## config.mk

```make
export PLATFORM = sky130hd
export DESIGN_NAME = bin2bcd_seq_flat
export DESIGN_NICKNAME = d
export VERILOG_FILES = /design/src/rtl/bin2bcd_seq_if.sv /design/src/rtl/bin2bcd_seq.sv /design/src/flat_wrapper.sv
export SDC_FILE = /design/constraint.sdc
export NUM_CORES = 1
export LEC_CHECK = 0
export CAP_MARGIN = 20
export CORE_AREA = 5 5 65 67
export CTS_CLUSTER_DIAMETER = 80
export CTS_CLUSTER_SIZE = 20
export DETAILED_ROUTE_END_ITERATION = 8
export DIE_AREA = 0 0 70 72
export GPL_ROUTABILITY_DRIVEN = 0
export PLACE_DENSITY = 0.84
export SKIP_CTS_REPAIR_TIMING = 1
export SYNTH_ARGS = -nofsm -noshare
export SYNTH_HDL_FRONTEND = slang
export SYNTH_SLANG_ARGS = --single-unit
```

## constraint.sdc

```tcl
create_clock -name clk -period 2.4 [get_ports clk]
set_input_delay 0.48 -clock clk [delete_from_list [all_inputs] [get_ports clk]]
set_output_delay 0.48 -clock clk [all_outputs]
set_load 0.01 [all_outputs]
```

## src/rtl/bin2bcd_seq_if.sv

```systemverilog
// Handshake and data bundle between the counter owner (master) and the
// sequential binary-to-BCD converter (slave).
interface bin2bcd_seq_if #(
    parameter int WIDTH  = 8,
    parameter int DIGITS = 3
);
    logic                  start;
    logic [WIDTH-1:0]      bin;
    logic                  ready;
    logic                  done;
    logic [4*DIGITS-1:0]   bcd;

    modport master (
        output start,
        output bin,
        input  ready,
        input  done,
        input  bcd
    );

    modport slave (
        input  start,
        input  bin,
        output ready,
        output done,
        output bcd
    );
endinterface

```

## src/rtl/bin2bcd_seq.sv

```systemverilog
// Sequential double-dabble converter: one shift-add-3 iteration per clock.
// Legal when 10**DIGITS > 2**WIDTH - 1.
module bin2bcd_seq #(
    parameter int WIDTH  = 8,
    parameter int DIGITS = 3
) (
    input  logic            clk,
    input  logic            clr,
    bin2bcd_seq_if.slave    bus
);
    localparam int BW = 4 * DIGITS;
    localparam int WW = BW + WIDTH;
    localparam int CW = $clog2(WIDTH + 1);

    typedef enum logic [1:0] {
        IDLE,
        SHIFT,
        DONE
    } state_t;

    state_t          state;
    logic [WW-1:0]   work;
    logic [CW-1:0]   cnt;
    logic [BW-1:0]   bcd_q;
    logic            done_q;
    logic            ready_q;

    // One iteration: correct every digit field from the pre-shift value,
    // then shift the whole register left by one.
    function automatic logic [WW-1:0] dabble_step(input logic [WW-1:0] w);
        logic [WW-1:0] a;
        // NOTE: blocking assignments are correct here; this is combinational
        // scratch inside a function, not sequential state.
        a = w;
        for (int d = 0; d < DIGITS; d++) begin
            if (w[WIDTH + 4*d +: 4] >= 4'd5)
                a[WIDTH + 4*d +: 4] = w[WIDTH + 4*d +: 4] + 4'd3;
        end
        return {a[WW-2:0], 1'b0};
    endfunction

    always_ff @(posedge clk or negedge clr) begin
        // NOTE: every register, including the datapath, is reset so an aborted
        // conversion leaves no residue and bcd reads zero.
        if (!clr) begin
            state   <= IDLE;
            work    <= '0;
            cnt     <= '0;
            bcd_q   <= '0;
            done_q  <= 1'b0;
            ready_q <= 1'b1;
        end else begin
            case (state)
                IDLE: begin
                    if (bus.start) begin
                        work    <= {{BW{1'b0}}, bus.bin};
                        cnt     <= CW'(WIDTH);
                        ready_q <= 1'b0;
                        state   <= SHIFT;
                    end
                end
                SHIFT: begin
                    if (cnt != '0) begin
                        work <= dabble_step(work);
                        cnt  <= cnt - CW'(1);
                    end else begin
                        bcd_q  <= work[WW-1:WIDTH];
                        done_q <= 1'b1;
                        state  <= DONE;
                    end
                end
                DONE: begin
                    done_q <= 1'b0;
                    // A held start chains straight into the next conversion so
                    // a continuous requester gets one result per WIDTH+2 cycles.
                    if (bus.start) begin
                        work  <= {{BW{1'b0}}, bus.bin};
                        cnt   <= CW'(WIDTH);
                        state <= SHIFT;
                    end else begin
                        ready_q <= 1'b1;
                        state   <= IDLE;
                    end
                end
                default: begin
                    state   <= IDLE;
                    ready_q <= 1'b1;
                    done_q  <= 1'b0;
                end
            endcase
        end
    end

    assign bus.ready = ready_q;
    assign bus.done  = done_q;
    assign bus.bcd   = bcd_q;
endmodule

```

## src/flat_wrapper.sv

```systemverilog
// flat-port wrapper written by rule: the top's interface ports become plain ports
module bin2bcd_seq_flat 
#(
    parameter int WIDTH  = 8,
    parameter int DIGITS = 3
)
  (clk, clr, bus_start, bus_bin, bus_ready, bus_done, bus_bcd);
  bin2bcd_seq_if #(.WIDTH(WIDTH), .DIGITS(DIGITS)) bus_i ();
  input  logic clk;
  input  logic clr;
  input wire logic [$bits(bus_i.start)-1:0] bus_start;
  input wire logic [$bits(bus_i.bin)-1:0] bus_bin;
  output wire logic [$bits(bus_i.ready)-1:0] bus_ready;
  output wire logic [$bits(bus_i.done)-1:0] bus_done;
  output wire logic [$bits(bus_i.bcd)-1:0] bus_bcd;
  assign bus_i.start = bus_start;
  assign bus_i.bin = bus_bin;
  assign bus_ready = bus_i.ready;
  assign bus_done = bus_i.done;
  assign bus_bcd = bus_i.bcd;
  bin2bcd_seq #(.WIDTH(WIDTH), .DIGITS(DIGITS)) u_core (.clk(clk), .clr(clr), .bus(bus_i));
endmodule
```

* After elaboration in Yosys (flattened, before gate mapping)
Cells that the tools add are included.
Storage, ports and cells: output and inout port bits 14, logic and storage cells 50, bits in registers 40, bits of input ports 11
Cells by class: add/sub/neg operators 4, equal/unequal tests 7, multiplexer cells 18, reduce and logical (&&, ||, !) cells 9, $lt $le $gt $ge 3, bitwise gates (word level) 3
Operators with widths (number):
- $mux W20 | 2
- $pmux W20 S2 | 1
- $mux W4 | 4
- $ge A4 B3 Y1 const B | 3
- $add A4 B2 Y4 const B | 2
- $pmux W4 S2 | 1
- $ne A2 B2 Y1 const B | 3
- $pmux W2 S3 | 1
- $reduce_and A2 Y1 | 3
- $reduce_and A3 Y1 | 2
- $mux W1 | 4
- $mux W2 | 2
- $ne A2 B1 Y1 const B | 2
- $reduce_bool A4 Y1 | 1
- $sub A4 B1 Y4 const B | 1
- $add A3 B2 Y3 const B | 1
- $mux W3 | 1
- $not A1 Y1 | 3
- $pmux W1 S3 | 1
- $eq A2 B1 Y1 const B | 1
- $eq A2 B2 Y1 const B | 1
- $logic_not A2 Y1 | 1
- $pmux W1 S2 | 1
- $reduce_bool A2 Y1 | 1
- $reduce_or A2 Y1 | 1

* Longest topological paths before layout
Gate-level depths: netlist of run 1.
word-level depth 4, gate-level depth with buffers 7, mapped depth without buffers 6

* Least setup slack after synthesis of run 1
OpenSTA, ideal clock, no wires.
path kind register -> register, start point reg u_core.cnt[0], end point reg u_core.bcd_q[10], in the netlist u_core.bus.bcd[10], path slack 0.722 ns, path buffers 1, required time 2.275 ns, setup time 0.125 ns, arrival 1.553 ns, clock period less this slack 1.678 ns, stages on the path, launching flop included 7, cell sequence dfrtp_1 inv_1 ha_1 or3b_4 nand2b_4 buf_6 mux2_4
Between the ends: longest elaborated chain between the ends 3
Ends and longest elaborated chain:
- from (decl) | line bin2bcd_seq.sv:23 | logic [CW-1:0] cnt;
- from (signal assigned) | line bin2bcd_seq.sv:57 | cnt <= CW'(WIDTH);
- from (signal assigned) | line bin2bcd_seq.sv:65 | cnt <= cnt - CW'(1);
- from (signal assigned) | line bin2bcd_seq.sv:78 | cnt <= CW'(WIDTH);
- $reduce_bool A4 Y1 | line bin2bcd_seq.sv:63 | if (cnt != '0) begin
- $not A1 Y1 (no line)
- $reduce_and A2 Y1 (no line)
- to (signal assigned) | line bin2bcd_seq.sv:67 | bcd_q <= work[WW-1:WIDTH];
- to (decl) | line bin2bcd_seq.sv:24 | logic [BW-1:0] bcd_q;
No other way between the ends. A chain may end at the register's enable or synchronous reset.

* Final worst setup path of run 1
start point reg u_core.cnt[0], end point reg u_core.work[11]
Between the ends: longest elaborated chain between the ends 3
Ends and longest elaborated chain:
- $reduce_bool A4 Y1 | line bin2bcd_seq.sv:63
- $ne A2 B1 Y1 (no line)
- $reduce_and A3 Y1 (no line)
- to (signal assigned) | line bin2bcd_seq.sv:56 | work <= {{BW{1'b0}}, bus.bin};
- to (signal assigned) | line bin2bcd_seq.sv:64 | work <= dabble_step(work);
- to (signal assigned) | line bin2bcd_seq.sv:77 | work <= {{BW{1'b0}}, bus.bin};
- to (decl) | line bin2bcd_seq.sv:22 | logic [WW-1:0] work;
No other way between the ends.

==> reports/qor.txt, run 1 <==
placed insts: 231
Die Ht: 72 µm
initial DRC count: 82
clock power share: 0.125
P_leak: 1.04 nW
Buf/Inv on CP: 1
switching part of the total: 0.391
gr usage total: 0.157
fin cells: 239
fin nets: 209
Final WS setup: 0.326 ns
# IOs: 25
Crit Reg-Reg Startpoint: u_core.cnt[0]
top cells by count, synth: dfrtp_1, nand2_1, o21ai_0
crit path kind: reg -> reg
Synth cell types: 35
RSZ-0062 raised after global routing: no
die area: 5040 µm²
largest net degree at the start of global routing: 41
Yosys top cell by area: dfrtp_1
sequential power share: 0.406
count leader, synth: dfrtp_1
first-pass GRT wire length: 6.33 mm
CP cell instances: inv_1 -> ha_1 -> or3b_4 -> a21oi_4 -> o21ai_0 -> a22o_1
crit end category: flop
CP max stage cell: a21oi_4
post-layout util: 0.609
cells on worst reg2reg path: 6
Min Hold Slack: 0.230 ns
cell count along the critical path: 6
CTS Buf Count: 5
synthesized area: 1870 µm²
CP Launch Type: flop
antenna diode count: 0
Slew Limit Headroom: 0.410
flop-to-flop setup slack: 0.33 ns
asr flop ratio synth: 1.00
r2r endpoint: u_core.work[11]
number of global-route vias before repair: 1384
synth top area cells: dfrtp_1, ha_1, nand2_1
final hold vios: 0
#FFs+latches synth: 40
Pwr Density: 1360 nW/µm²
Max Root-Sink Buffers: 2
row count: 22
initial antenna violation count: 0
Syn Area/Cell: 11.4 µm²
DP Worst Slack: 0.284 ns
Achievable Freq: 0.482 GHz
max-slew violations: 0
layout cells sized above 1: 0.105
Pint: 0.00180 W
Starting Density: 0.523
WL final: 3.58 mm
Final setup viols: 0
CP delay by family, top: compound AO/OA/AOI/OAI gates
skew final: 0.00904 ns
# DRC: 0
Reg clk slew, reported paths: 0.12 ns
Worst VDD drop: 0.775 mV
Max Cap Violations: 0
setup tns final: 0 ns
CORE AREA: 3580 µm²
Worst EP required: 2.67 ns
register area share after synthesis: 0.535
Root Driver: clkbuf_4
remaining antenna violation count: 0
Period minus WS final: 2.07 ns
Port Buffers: 24
Fill cells: 302
worst slew pin tran: 0.885 ns
worst path arrival time: 2.34 ns
Vias: 1330
Final period util: 0.864
Area growth syn-to-layout: 16.4%
wire per inst: 15.0 µm
clock sinks: 40
Via density: 5.56
Synth warnings: 0
EDFF count, synth: 0
H-tree Lvls: 2
drt first pass iters: 4
Crit path largest cell delay: 0.48 ns
CP Max Fanout: 22
worst min-delay path category: in -> async
prevailing post-synth register cell: dfrtp_1
status: completed
combinational cell fraction of total power: 0.469
hpwl dp: 2.54 mm
Die W: 70 µm
top cell type's share of synthesized area: 0.521
Net Sw Power: 0.00116 W
GRT Residual Overflow: 0
Post-Syn Instances: 165
Mapped Nets: 184
CTS tree: yes
later-pin clock latency in the skew report: 0.36 ns
-- placed cells by master (no fill, tap or decap), types with 2 or more instances in the layout --
| cell type | Yosys | final |
|---|---|---|
| a21oi_1 | 3 | 3 |
| a22o_1 | 5 | 5 |
| a22oi_1 | 2 | 2 |
| clkbuf_4 | 0 | 5 |
| clkdlybuf4s50_1 | 0 | 23 |
| dfrtp_1 | 39 | 39 |
| ha_1 | 8 | 8 |
| inv_1 | 10 | 10 |
| mux2_4 | 6 | 6 |
| mux2i_1 | 9 | 9 |
| nand2_1 | 26 | 26 |
| nand2b_1 | 4 | 4 |
| nor2_1 | 3 | 3 |
| o21ai_0 | 18 | 18 |
| o22ai_1 | 4 | 4 |
| o32ai_1 | 2 | 2 |
| xnor2_1 | 3 | 3 |
| xor2_1 | 2 | 2 |
-- state kept, by name, summed over array words and instances (netlist names) --
signal            flops
u_core.cnt            4
u_core.bus.bcd       12
u_core.bus.done       1
u_core.work          20
u_core.state          2
u_core.bus.ready      1
-- worst reg2reg max path: cells and delay by family, from the launching register on --
| family | cells | cell delay (ns) |
|---|---|---|
| AO/OA/AOI/OAI | 3 | 0.87 |
| adder cells (fa/ha/maj) | 1 | 0.16 |
| buffers and inverters | 1 | 0.10 |
| flip-flops | 1 | 0.43 |
| AND/OR/NAND/NOR | 1 | 0.41 |
-- worst max path at each step --
stage                        startpoint                 end  slack [ns]
after floorplan           u_core.cnt[0]  u_core.bus.bcd[10]        0.72
after global placement        bus_start     u_core.work[11]        0.40
after detailed placement      bus_start     u_core.work[11]        0.28
after CTS                 u_core.cnt[0]     u_core.work[11]        0.33
after global routing      u_core.cnt[0]      u_core.work[8]        0.17
final                     u_core.cnt[0]     u_core.work[11]        0.33
-- power groups by stage --
stage	Clock [W]	Sequential (W)	Combinational, W
after floorplan	0	0.00119	0.000994
after global placement	0	0.00118	0.00131
after detailed placement	0	0.00122	0.00140
after CTS	0.000378	0.00120	0.00140
after global routing	0.000418	0.00124	0.00154
final	0.000370	0.00120	0.00139
-- layer usage --
metal / wire, µm / share of wire / track usage / vias up
met3: 188 / 0.053 / 0.0540 / 12
met2: 1750 / 0.49 / 0.269 / 44
met5: 0 / 0 / 0 / -
met4: 75 / 0.021 / 0.0574 / 0
li1: - / - / - / 616
met1: 1560 / 0.44 / 0.184 / 658
-- layout make-up --
type / instances / area [µm²] / share of cell area
flip-flops and latches: 40 / 1000 / 0.460
multi-input cells: 108 / 779 / 0.357
well taps: 48 / 60.1 / 0.0275
repair buffers: 24 / 235 / 0.108
inverters: 11 / 41.3 / 0.0189
clock inverters: 1 / 7.51 / 0.00344
clock buffers: 7 / 55.1 / 0.0252
-- stage by stage --
step / total power (W) / area, µm²
after floorplan: 0.00218 / 1870
after global placement: 0.00249 / 2120
after detailed placement: 0.00261 / 2120
after CTS: 0.00298 / 2180
after global routing: 0.00320 / 2180
final: 0.00296 / 2180
-- logic make-up (layout without fill, tap and decap cells) --
kind of cell             after synthesis  after routing  share of synthesized area
AO/OA/AOI/OAI                         40             40                      0.138
XOR/XNOR                               5              5                     0.0234
adder cells (fa/ha/maj)                9              9                     0.0588
buffers and inverters                 17             43                     0.0488
flip-flops                            40             40                      0.535
multiplexers                          15             15                     0.0962
AND/OR/NAND/NOR                       39             39                     0.0995
(Power assumes the default switching activity.)
==> run 2, diff against run 1 <==
==> constraint.sdc (replaced) <==
create_clock -name clk -period 2.4 [get_ports clk]
set_input_delay 0.48 -clock clk [delete_from_list [all_inputs] [get_ports clk]]
set_output_delay 0.48 -clock clk [all_outputs]
set_load 0.05 [all_outputs]
==> results of run 2 <==
Same layout as run 1 (identical final DEF). Status: completed.
Among the figures that moved: setup slack after layout 0.326 ns -> 0.208 ns; start point of the critical path u_core.cnt[0] -> u_core.bus.ready; end point of the critical path u_core.work[11] -> bus_ready; total power 0.00296 W -> 0.00328 W; worst IR drop on VDD 0.775 mV -> 0.795 mV
==> run 3, diff against run 2 <==
--- a/config.mk
+++ b/config.mk
@@ -6,11 +6,10 @@
 export NUM_CORES = 1
 export LEC_CHECK = 0
 export CAP_MARGIN = 20
-export CORE_AREA = 5 5 65 67
+export CORE_AREA = 2 2 62 64
 export CTS_CLUSTER_DIAMETER = 80
-export CTS_CLUSTER_SIZE = 20
 export DETAILED_ROUTE_END_ITERATION = 8
-export DIE_AREA = 0 0 70 72
+export DIE_AREA = 0 0 64 66
 export GPL_ROUTABILITY_DRIVEN = 0
 export PLACE_DENSITY = 0.84
 export SKIP_CTS_REPAIR_TIMING = 1
==> reports/qor.txt, run 3 (synthesis results as in run 1) <==
status: completed
clock power share: 0.102
CTS tree: yes
Pwr Density: 1490 nW/µm²
Die W: 64 µm
combinational cell fraction of total power: 0.526
first-pass GRT wire length: 6.06 mm
Die Ht: 66 µm
H-tree Lvls: 2
Vias: 1291
setup tns final: 0 ns
Crit Reg-Reg Startpoint: u_core.cnt[1]
cell count along the critical path: 1
# IOs: 25
Root Driver: clkbuf_4
Max Root-Sink Buffers: 2
WL final: 3.46 mm
initial DRC count: 37
skew final: 0.0129 ns
remaining antenna violation count: 0
wire per inst: 14.5 µm
Worst VDD drop: 0.732 mV
Worst EP required: 1.92 ns
CP max stage cell: clkdlybuf4s50_1
worst min-delay path category: in -> async
number of global-route vias before repair: 1403
Via density: 5.40
footprint of the multi-input gates: 779 µm²
row count: 22
later-pin clock latency in the skew report: 0.36 ns
Sequential Area: 1000 µm²
CP delay by family, top: buffers and inverters
met2 usage: 0.341
Reg clk slew, reported paths: 0.12 ns
CP Launch Point: u_core.bus.ready
Final period util: 0.900
worst path arrival time: 1.68 ns
sequential power share: 0.372
Achievable Freq: 0.463 GHz
Final setup viols: 0
Largest register FFs: 20
clock sinks: 40
P_leak: 1.04 nW
cells on worst reg2reg path: 6
gr usage total: 0.189
met1 GRT Util: 0.195
layout cells sized above 1: 0.0942
CP cell instances: clkdlybuf4s50_1
crit path kind: reg -> out
switching part of the total: 0.450
worst slew pin tran: 0.865 ns
crit end category: output port
fin nets: 209
drt first pass iters: 4
Port Buffers: 24
final hold vios: 0
most frequent cells in the layout: dfrtp_1, nand2_1, clkdlybuf4s50_1
fin cells: 239
die area: 4220 µm²
RSZ-0062 raised after global routing: no
CTS Buf Count: 5
initial antenna violation count: 0
Biggest register: u_core.work
CP Launch Type: flop
Net Sw Power: 0.00146 W
most common cell after layout, fill and taps aside: dfrtp_1
Slew Limit Headroom: 0.423
Crit path largest cell delay: 0.79 ns
Final Power: 0.00324 W
CP Max Fanout: 2
Fill cells: 302
Period minus WS final: 2.16 ns
Max Cap Violations: 0
# DRC: 0
largest net degree at the start of global routing: 41
Min Hold Slack: 0.221 ns
antenna diode count: 0
Buf/Inv on CP: 1
Pint: 0.00178 W
CORE AREA: 3550 µm²
Top Usage Layer GRT: met2
Area growth syn-to-layout: 15.7%
max-slew violations: 0
GRT met3 Usage: 0.0613
GRT Residual Overflow: 0
Starting Density: 0.527
placed insts: 231
hpwl dp: 2.47 mm
[run 3: final timing paths]
check                      slack [ns]               to
max                              0.24        bus_ready
min                              0.22  u_core.work[15]
max reg2reg                      0.39  u_core.work[11]
min reg2reg                      0.47  u_core.bus.done
max in group asynchronous        1.63   u_core.work[4]
min in group clk                 0.47  u_core.bus.done
[run 3: cell type report]
type,instances,share of cell area
repair buffers,24,0.109
well taps,48,0.0277
inverters,11,0.0191
flip-flops and latches,40,0.462
clock buffers,8,0.0225
multi-input cells,108,0.360
[run 3: power by group through the flow]
stage | clock network [W] | registers [W] | logic, W
6_report | 0.000329 | 0.00120 | 0.00170
5_1_grt | 0.000377 | 0.00124 | 0.00185
4_1_cts | 0.000336 | 0.00120 | 0.00172
3_5_place_dp | 0 | 0.00122 | 0.00171
3_3_place_gp | 0 | 0.00119 | 0.00162
2_1_floorplan | 0 | 0.00150 | 0.000995
[run 3: metal layers]
layer	share of wire	wire length (µm)
met5	0	0
met4	0.016	57
met3	0.043	149
met2	0.53	1830
met1	0.41	1420
[run 3: stage by stage]
stage	worst slack (ns)	utilization	cell area, µm²
global placement	0.387	0.597	2120
detailed placement	0.309	0.597	2120
global route	0.189	0.610	2170
CTS	0.224	0.610	2170
floorplan	0.722	-	1870
finish	0.241	0.610	2170
==> RTL edit 1 (flow settings as in run 3) <==
`WIDTH` is set to 8 in 3 places; all go to 4.
--- a/src/rtl/bin2bcd_seq_if.sv
+++ b/src/rtl/bin2bcd_seq_if.sv
@@ -1,7 +1,7 @@
 // Handshake and data bundle between the counter owner (master) and the
 // sequential binary-to-BCD converter (slave).
 interface bin2bcd_seq_if #(
-    parameter int WIDTH  = 8,
+    parameter int WIDTH  = 4,
     parameter int DIGITS = 3
 );
     logic                  start;
--- a/src/rtl/bin2bcd_seq.sv
+++ b/src/rtl/bin2bcd_seq.sv
@@ -1,7 +1,7 @@
 // Sequential double-dabble converter: one shift-add-3 iteration per clock.
 // Legal when 10**DIGITS > 2**WIDTH - 1.
 module bin2bcd_seq #(
-    parameter int WIDTH  = 8,
+    parameter int WIDTH  = 4,
     parameter int DIGITS = 3
 ) (
     input  logic            clk,
--- a/src/flat_wrapper.sv
+++ b/src/flat_wrapper.sv
@@ -1,7 +1,7 @@
 // flat-port wrapper written by rule: the top's interface ports become plain ports
 module bin2bcd_seq_flat 
 #(
-    parameter int WIDTH  = 8,
+    parameter int WIDTH  = 4,
     parameter int DIGITS = 3
 )
   (clk, clr, bus_start, bus_bin, bus_ready, bus_done, bus_bcd);
Interface: changed (resized bus_bin); port bits go from 25 to 21. The function was not compared with the original's and may differ.
==> RTL edit 1 against run 3 <==
Count of clock-buffer cells in the layout decreased by 2. Total power down 8.8%. Wire length down 13%. Design area decreased by 7.4%. Sequential cell count decreased by 5. Non-clock buffer count fell by 2. Worst setup slack improved by 0.0058 ns. Area after synthesis shrank 11%. Register-to-register slack improved by 0.27 ns. Critical path type unchanged. Largest cell class unchanged.
==> RTL edit 1: results (changes against run 3) <==
| Metric | Value |
|---|---|
| Result of the run | complete, no violations |
| HPWL Detailed | 2210 microns (-11%) |
| Top cells by area in the synthesized netlist | sky130_fd_sc_hd__dfrtp_1, sky130_fd_sc_hd__mux2_4, sky130_fd_sc_hd__ha_1, sky130_fd_sc_hd__nand2_1, sky130_fd_sc_hd__o21ai_0 |
| NetSw | 1.28 mW (-12%) |
| Drt via density | 5.25 (-2.9%) |
| Clock transition at the register clock pins on the worst setup and hold paths after CTS | 0.10 ns (-0.02 ns) |
| Clock latency on the worst-skew pair | 0.34 ns (-0.02 ns) |
| Number of DRC markers after the initial detailed-route iteration | 60 (+62%) |
| Total clock network power | 445 uW (+35%) |
| Routed length per placed instance | 14.1 microns (-2.3%) |
| Fin Clk Skew | 0.00972 ns (-0.00318 ns) |
| GRT met1 Usage | 0.186 (-0.00915) |
| Max IR drop VDD | 0.000632 V (-14%) |
| Worst path slowest cell | sky130_fd_sc_hd__clkdlybuf4s50_1 |
| Syn avg cell area | 12.0 sq um (+5.4%) |
| Met2 track demand over resource | 0.289 (-0.0521) |
| Met3 track demand over resource | 0.0358 (-0.0256) |
| Global-route wire length before repair | 5220 microns (-14%) |
| Metal-1 WL | 1270 microns (-10%) |
| Placed cells | 206 (-11%) |
| Met2 WL post-DR | 1530 microns (-17%) |
| Register area share after synthesis | 0.524 (-0.0115) |
| Worst slack after detailed placement | 0.499 ns (+0.190 ns) |
| Combinational group share of total power | 0.501 (-0.025) |
| Number of flip-flops under the largest register name | 16 (-20%) |
| Largest net degree at the start of global routing | 36 (-12%) |
| Final wirelength | 3020 microns (-13%) |
| Classification of the worst-slack hold path | register to register |
| Vias in the first global route | 1,147 (-18%) |
| Proportion of layout cells with a drive suffix above 1 | 0.169 (+0.0744) |
| Clock network fraction of total power | 0.151 (+0.049) |
| Total leakage power | 0.924 nW (-11%) |
| Horizontal die dimension | 64 microns (unchanged) |
| Net count of the finished layout | 180 (-14%) |
| Max-slew headroom | 0.662 (+0.238) |
| Synth cell count leaders | sky130_fd_sc_hd__dfrtp_1, sky130_fd_sc_hd__nand2_1, sky130_fd_sc_hd__inv_1, sky130_fd_sc_hd__o21ai_0 |
| Amount of wire on met3 after detailed routing | 136 microns (-8.7%) |
| Total nets after synthesis | 155 (-16%) |
[RTL edit 1: cell types whose count changed after synthesis, moves of 3 or more]
cell / run 3 / this run
sky130_fd_sc_hd__o21ai_0: 18 / 9
sky130_fd_sc_hd__a22o_1: 5 / 2
sky130_fd_sc_hd__dfrtp_1: 39 / 34
sky130_fd_sc_hd__mux2_2: 0 / 4
sky130_fd_sc_hd__buf_6: 3 / 0
sky130_fd_sc_hd__nand3_1: 0 / 6
sky130_fd_sc_hd__mux2i_1: 9 / 4
sky130_fd_sc_hd__nand2_1: 26 / 14
[RTL edit 1: kinds of logic after synthesis]
family	Yosys count	synth area share
adders and majority gates	9	0.0657
AOI/OAI and AO/OA	24	0.0971
xor gates and xnor gates	6	0.0314
and+or+nand+nor	36	0.119
buffers and inverters	14	0.0411
muxes	16	0.122
DFF	35	0.524
[RTL edit 1: area by class of cell]
class                   instances  area [sq um]
well taps                      48          60.1
flip-flops and latches         35           877
clock inverters                 2          35.0
clock buffers                   6          51.3
repair buffers                 22           215
inverters                      10          37.5
fillers                       298          1550
multi-input cells              91           729
[RTL edit 1: final timing paths]
path / start / to / slack, ns
worst max register to register: u_core.cnt[0]$_DFFE_PN0P_ / u_core.bus.bcd[3]$_DFFE_PN0P_ / 0.66
max in group asynchronous: clr / u_core.bus.ready$_DFFE_PN1P_ / 1.53
min in group asynchronous: clr / u_core.bus.bcd[10]$_DFFE_PN0P_ / 0.53
worst min-delay path: u_core.bus.done$_DFFE_PN0P_ / u_core.bus.done$_DFFE_PN0P_ / 0.49
worst min register to register: u_core.bus.done$_DFFE_PN0P_ / u_core.bus.done$_DFFE_PN0P_ / 0.49
worst max-delay path: u_core.bus.ready$_DFFE_PN1P_ / bus_ready / 0.25
